### src/rtl/miriscv_cu_pkg.sv
// Shared control-unit types: operand bypass select codes, result-source codes
// and the shadow-pipeline entry used by the hazard unit.
package miriscv_cu_pkg;

  typedef enum logic [1:0] {
    NO_BYPASS = 2'd0,
    BYPASS_E  = 2'd1,
    BYPASS_M  = 2'd2,
    BYPASS_W  = 2'd3
  } bypass_sel_e;

  localparam logic [1:0] RES_SRC_ALU  = 2'd0;
  localparam logic [1:0] RES_SRC_MEM  = 2'd1;
  localparam logic [1:0] RES_SRC_LONG = 2'd2;

  localparam int unsigned SHADOW_RD_W = 5;

  typedef struct packed {
    logic                   valid;
    logic                   we;
    logic [SHADOW_RD_W-1:0] rd;
    logic [1:0]             res_src;
  } shadow_entry_t;

  // Code 3 is unassigned; treat it as the slowest source so it can never forward early.
  function automatic logic [1:0] norm_res_src(input logic [1:0] src);
    return (src == 2'd3) ? RES_SRC_LONG : src;
  endfunction

endpackage

### src/rtl/miriscv_bypass_match.sv
// Per-operand RAW matcher: picks the youngest E/M/W producer of the source
// register and returns {bypass code, stall}. Honours MIRISCV_HAZARD_BYPASS_EN.
module miriscv_bypass_match
  import miriscv_cu_pkg::*;
#(
  parameter int unsigned RF_ADDR_W = 5
) (
  input  logic                 used_i,
  input  logic [RF_ADDR_W-1:0] addr_i,
  input  shadow_entry_t        e_entry_i,
  input  shadow_entry_t        m_entry_i,
  input  shadow_entry_t        w_entry_i,
  output logic [1:0]           bypass_o,
  output logic                 stall_o
);

  logic [SHADOW_RD_W-1:0] addrCmp;
  logic                   srcActive;
  logic                   hitE;
  logic                   hitM;
  logic                   hitW;
  logic                   unusedResSrc;

  assign addrCmp   = SHADOW_RD_W'(addr_i);
  assign srcActive = used_i & (addr_i != '0);
  assign hitE      = e_entry_i.valid & e_entry_i.we & (e_entry_i.rd == addrCmp);
  assign hitM      = m_entry_i.valid & m_entry_i.we & (m_entry_i.rd == addrCmp);
  assign hitW      = w_entry_i.valid & w_entry_i.we & (w_entry_i.rd == addrCmp);

  // A W-stage result is always ready, so its source code never matters.
  assign unusedResSrc = ^w_entry_i.res_src;

`ifdef MIRISCV_HAZARD_BYPASS_EN
  // Younger stages shadow older ones; forward only once the result exists.
  always_comb begin
    bypass_o = NO_BYPASS;
    stall_o  = 1'b0;
    if (srcActive) begin
      if (hitE) begin
        if (e_entry_i.res_src == RES_SRC_ALU) bypass_o = BYPASS_E;
        else                                  stall_o  = 1'b1;
      end else if (hitM) begin
        if (m_entry_i.res_src == RES_SRC_LONG) stall_o  = 1'b1;
        else                                   bypass_o = BYPASS_M;
      end else if (hitW) begin
        bypass_o = BYPASS_W;
      end
    end
  end
`else
  logic unusedEmSrc;

  assign unusedEmSrc = ^{e_entry_i.res_src, m_entry_i.res_src};

  // Without forwarding, any in-flight producer blocks until it has retired.
  always_comb begin
    bypass_o = NO_BYPASS;
    stall_o  = srcActive & (hitE | hitM | hitW);
  end
`endif

endmodule

### src/rtl/miriscv_hazard_unit.sv
// RAW hazard resolution for the D-stage instruction over an E/M/W shadow pipeline.
// Forwarding is enabled by defining MIRISCV_HAZARD_BYPASS_EN; otherwise hazards stall.
module miriscv_hazard_unit
  import miriscv_cu_pkg::*;
#(
  parameter int unsigned RF_ADDR_W = 5
) (
  input  logic                 clk_i,
  input  logic                 rst_i,
  input  logic                 d_valid_i,
  input  logic [RF_ADDR_W-1:0] d_rs1_addr_i,
  input  logic                 d_rs1_used_i,
  input  logic [RF_ADDR_W-1:0] d_rs2_addr_i,
  input  logic                 d_rs2_used_i,
  input  logic [RF_ADDR_W-1:0] d_rd_addr_i,
  input  logic                 d_rd_we_i,
  input  logic [1:0]           d_res_src_i,
  input  logic                 mem_stall_i,
  input  logic                 kill_i,
  output logic [1:0]           op1_bypass_o,
  output logic [1:0]           op2_bypass_o,
  output logic                 hazard_stall_o
);

  shadow_entry_t eEntry_q;
  shadow_entry_t mEntry_q;
  shadow_entry_t wEntry_q;
  shadow_entry_t eEntry_d;

  logic [1:0] op1Sel;
  logic [1:0] op2Sel;
  logic       op1Stall;
  logic       op2Stall;
  logic       dActive;
  logic       dIssue;

  miriscv_bypass_match #(.RF_ADDR_W(RF_ADDR_W)) u_rs1_match (
    .used_i    (d_rs1_used_i),
    .addr_i    (d_rs1_addr_i),
    .e_entry_i (eEntry_q),
    .m_entry_i (mEntry_q),
    .w_entry_i (wEntry_q),
    .bypass_o  (op1Sel),
    .stall_o   (op1Stall)
  );

  miriscv_bypass_match #(.RF_ADDR_W(RF_ADDR_W)) u_rs2_match (
    .used_i    (d_rs2_used_i),
    .addr_i    (d_rs2_addr_i),
    .e_entry_i (eEntry_q),
    .m_entry_i (mEntry_q),
    .w_entry_i (wEntry_q),
    .bypass_o  (op2Sel),
    .stall_o   (op2Stall)
  );

  assign dActive        = d_valid_i & ~kill_i;
  assign hazard_stall_o = dActive & (op1Stall | op2Stall);
  assign dIssue         = dActive & ~hazard_stall_o;

  // A stalled or squashed operand must not steer the mux to stale data.
  assign op1_bypass_o = dIssue ? op1Sel : NO_BYPASS;
  assign op2_bypass_o = dIssue ? op2Sel : NO_BYPASS;

  always_comb begin
    eEntry_d = '0;
    if (dIssue) begin
      eEntry_d.valid   = 1'b1;
      eEntry_d.we      = d_rd_we_i & (d_rd_addr_i != '0);
      eEntry_d.rd      = SHADOW_RD_W'(d_rd_addr_i);
      eEntry_d.res_src = norm_res_src(d_res_src_i);
    end
  end

  // The LSU freeze overrides everything else, including kills and bubbles.
  always_ff @(posedge clk_i or posedge rst_i) begin
    if (rst_i) begin
      eEntry_q <= '0;
      mEntry_q <= '0;
      wEntry_q <= '0;
    end else if (!mem_stall_i) begin
      eEntry_q <= eEntry_d;
      mEntry_q <= eEntry_q;
      wEntry_q <= mEntry_q;
    end
  end

endmodule

### config.mk
export PLATFORM = sky130hd
export DESIGN_NAME = miriscv_hazard_unit
export DESIGN_NICKNAME = d
export VERILOG_FILES = /design/src/rtl/miriscv_cu_pkg.sv /design/src/rtl/miriscv_bypass_match.sv /design/src/rtl/miriscv_hazard_unit.sv
export SDC_FILE = /design/constraint.sdc
export NUM_CORES = 1
export LEC_CHECK = 0
export ABC_AREA = 1
export BUFFER_PORTS_ARGS = -buffer_cell sky130_fd_sc_hd__buf_4
export CORE_ASPECT_RATIO = 1.25
export CORE_MARGIN = 2
export CORE_UTILIZATION = 49
export CTS_BUF_LIST = sky130_fd_sc_hd__clkbuf_4 sky130_fd_sc_hd__clkbuf_8 sky130_fd_sc_hd__clkbuf_16
export DETAILED_ROUTE_END_ITERATION = 7
export PLACE_DENSITY = 0.84
export SYNTH_ARGS = -nofsm -noshare
export SYNTH_HDL_FRONTEND = slang
export SYNTH_SLANG_ARGS = --single-unit
### constraint.sdc
create_clock -name clk_i -period 1.1 [get_ports clk_i]
set_input_delay 0.055 -clock clk_i [delete_from_list [all_inputs] [get_ports clk_i]]
set_output_delay 0.055 -clock clk_i [all_outputs]
set_load 0.03 [all_outputs]
==> impl_summary.txt <==
----------------------------------------------------
[Global route]
  Maximum number of pins on one net before global-route repair ... 22
  Antenna violations before repair ... 0
  Wire length of the first global-routing pass ... roughly 6.3 mm
  Total congestion overflow after global routing ... 0
  Number of global-route vias before repair ... 1517
  Gr usage total ... 0.244

[Floorplan]
  Top-level I/O count ... 30
  Chip width ... between 50 and 60 um
  Core area ... between 2000 and 3000 um2
  Vert. Die Dim ... 64.7 um
  Row count ... 22
  Starting density of the core ... 0.505
  Die ar. ... 3410 um2

[Place]
  Post-placement cell count ... between 300 and 400
  Number of buffer cells added on primary ports ... 23
  Post-placement setup slack ... -310 ps
  DPL Wire Length ... about 2.8 mm
  Gpl congestion ... ~0.99

[Worst setup path]
  Launching point of the worst reg2reg path ... wEntry_q[3]
  Termination of the worst setup path ... hazard_stall_o
  Critical-path maximum fanout ... 4
  Number of cells traversed by the worst register-to-register path ... 11
  Crit start category ... register
  Arrival @ worst endpoint ... approximately 1600 ps
  Worst reg2reg path endpoint ... eEntry_q[6]
  Critical Path Start ... mEntry_q[5]
  Crit path capture type ... output port
  Slack of the worst reg-to-reg path ... -410 ps
  Category of the critical setup timing path ... register to output port
  Data required time of the worst path ... 1040 ps

[Drt]
  DR iter-0 viols ... 54
  Drt drc ... 0
  DR vias ... roughly 1600
  Drt wl/cell ... between 10 and 15 um
  Number of antenna-violating nets in the routed design ... 0
  Routed wire length ... around 3.7 mm
  First drt pass iteration count ... 4
  Mean number of vias per cell ... approximately 5.0

[Synth]
  Sequential fraction of the synthesis area ... 0.363
  Biggest area contributors in the synthesized netlist ... sky130_fd_sc_hd__dfrtp_1 36%, sky130_fd_sc_hd__nand2_1 22%, sky130_fd_sc_hd__nor2_1 8.3%
  Synth top area share ... 0.363
  Leading post-synthesis cells by instance count ... 85 x sky130_fd_sc_hd__nand2_1, 32 x sky130_fd_sc_hd__nor2_1, 21 x sky130_fd_sc_hd__dfrtp_1, 20 x sky130_fd_sc_hd__inv_1, 14 x sky130_fd_sc_hd__o21ai_1
  Synthesized flop and latch total ... 21
  Most instantiated flip-flop cell in the synthesis netlist ... sky130_fd_sc_hd__dfrtp_1
  Yosys warnings ... 0
  Yosys top cell by area ... sky130_fd_sc_hd__dfrtp_1
  Mapped Area ... ~1400 um2
  Synth async-reset ratio ... 1.00
  Library cells used by synthesis ... 20
  Most frequently used cell type in the post-synthesis netlist ... sky130_fd_sc_hd__nand2_1
  Number of enable flip-flop cells after synthesis ... 0
  Instance count of the mapped netlist ... 229
  Mean area per synthesized cell ... between 6 and 7 um2

[Cells and area]
  Layout-stage area growth over the synthesis result ... 30.1%
  Inserted Diodes ... 0
  Final non-filler cell total ... 312
  Share of final-layout standard cells stronger than drive strength 1 ... 0.275
  Fill cell instance count of the final layout ... ~270
  Layout net count ... about 300

[Clock network]
  Clk sinks ... 21
  Clock network latency to the later pin of the worst-skew pair ... approximately 310 ps
  Clock-pin slew reported for the worst setup and hold paths after clock tree synthesis ... approximately 130 ps
  Clock tree from TritonCTS ... built
  Root buffer cell ... sky130_fd_sc_hd__clkbuf_4
  Buffer depth of the longest clock path ... 2
  Clock buffer count from CTS ... 3
  CTS H-Tree Depth ... 1

[STA]
  Final critical delay including setup and external delays ... between 1500 and 2000 ps
  Worst-case clock skew ... ~2.7 ps
  Number of hold violations in the final report ... 0
  Max frequency ... between 600 and 700 MHz
  Share of the cycle needed by the critical path after routing ... 1.50
  RSZ-0062 raised after global routing ... true
  Number of setup violations in the final report ... 8
  Final slew viol count ... 0
  Setup ws final ... -547 ps

[Status]
  Failing checks ... negative setup slack
  Run status ... complete, but fails checks

[Pwr]
  Static power due to leakage ... about 1.1 nW
  Max IR drop VDD ... between 700 and 800 uV
  Pwr per Cell Area ... approximately 960 nW/um2

[Job]
  Reported max-cap violation count ... 0

[Min path]
  Class of the worst hold path ... input pin to register

----------------------------------------------------
placed cells by master (no fill, tap or decap), drive strengths merged:
cell type,instances
nand2,87
buf,46
nor2,32
inv,32
dfrtp,21
o21ai,21
nand3,9
nand4,8
a21oi,5
conb,4
xor2,3
clkbuf,3
dlygate4sd3,2
nor3,1
clkinv,1
clkinvlp,1
timing repair:
action,in CTS,in global routing
resized for setup,5,9
pin swaps,9,18
setup buffers,4,1
setup endpoints to repair,8,8
endpoints found under the hold margin,22,0
hold buffers,2,0
through the flow:
| step | hold WS (ps) | total power [mW] | utilization | cell area [um2] | setup TNS, ps |
|---|---|---|---|---|---|
| after detailed placement | 123 | 1.39 | 0.615 | 1760 | -1840 |
| after CTS | 8.78 | 1.80 | 0.649 | 1860 | -2680 |
| after global placement | 105 | 1.38 | 0.615 | 1760 | -1640 |
| after global routing | 18.2 | 1.93 | 0.657 | 1880 | -4200 |
| after floorplan | 31.5 | 1.19 | - | 1470 | -292 |
| final | 5.58 | 1.81 | 0.657 | 1880 | -3270 |
critical path, cell delays in order, from the launching register on:
cell and delay, ps:
sky130_fd_sc_hd__dfrtp_1 440, sky130_fd_sc_hd__inv_1 120, sky130_fd_sc_hd__o21ai_1 60, sky130_fd_sc_hd__nor2_1 100, sky130_fd_sc_hd__nand3_1 100, sky130_fd_sc_hd__nand3_2 100, sky130_fd_sc_hd__nand2_4 70, sky130_fd_sc_hd__a21oi_4 140
sky130_fd_sc_hd__buf_6 140
state kept, by name, summed over array words and instances (netlist names):
register  cells
wEntry_q      7
eEntry_q      7
mEntry_q      7
cell type report:
| type | instances | area [um2] | share of cell area |
|---|---|---|---|
| multi-input combinational | 170 | 777 | 0.413 |
| sequential | 21 | 526 | 0.279 |
| timing repair buffer | 48 | 380 | 0.202 |
| inverter | 33 | 124 | 0.0658 |
| tap | 36 | 45.0 | 0.0239 |
| clock buffer | 3 | 22.5 | 0.0120 |
| clock inverter | 1 | 7.51 | 0.00399 |
power breakdown:
part	internal (mW)	switching, mW
sequential	0.835	0.0614
clock	0.139	0.262
combinational	0.227	0.288
logic make-up after synthesis:
kind of cell | count (synthesis) | synth area share
flops | 21 | 0.363
other cells | 1 | 0.00259
buf+inv | 41 | 0.125
compound gates | 26 | 0.0926
xor+xnor | 3 | 0.0182
simple gates | 137 | 0.399
how the worst min path moves through the flow:
stage	startpoint	endpoint	slack (ps)	cells after the start
2_1_floorplan	rst_i	eEntry_q[2]	30	1
3_3_place_gp	rst_i	mEntry_q[7]	100	3
3_5_place_dp	rst_i	eEntry_q[7]	120	3
4_1_cts	d_rd_addr_i[1]	eEntry_q[3]	9	3
5_1_grt	d_rd_addr_i[1]	eEntry_q[3]	20	3
6_report	d_rd_addr_i[3]	eEntry_q[5]	6	3
per-layer routing:
metal	global-route usage	part of all wire	wire length [um]	vias up
met5	0	0	0	-
met4	0.0929	0.019	70	0
met3	0.0253	0.046	168	6
met2	0.420	0.51	1870	49
met1	0.308	0.43	1570	710
li1	-	-	-	795
(Power assumes the default switching activity.)
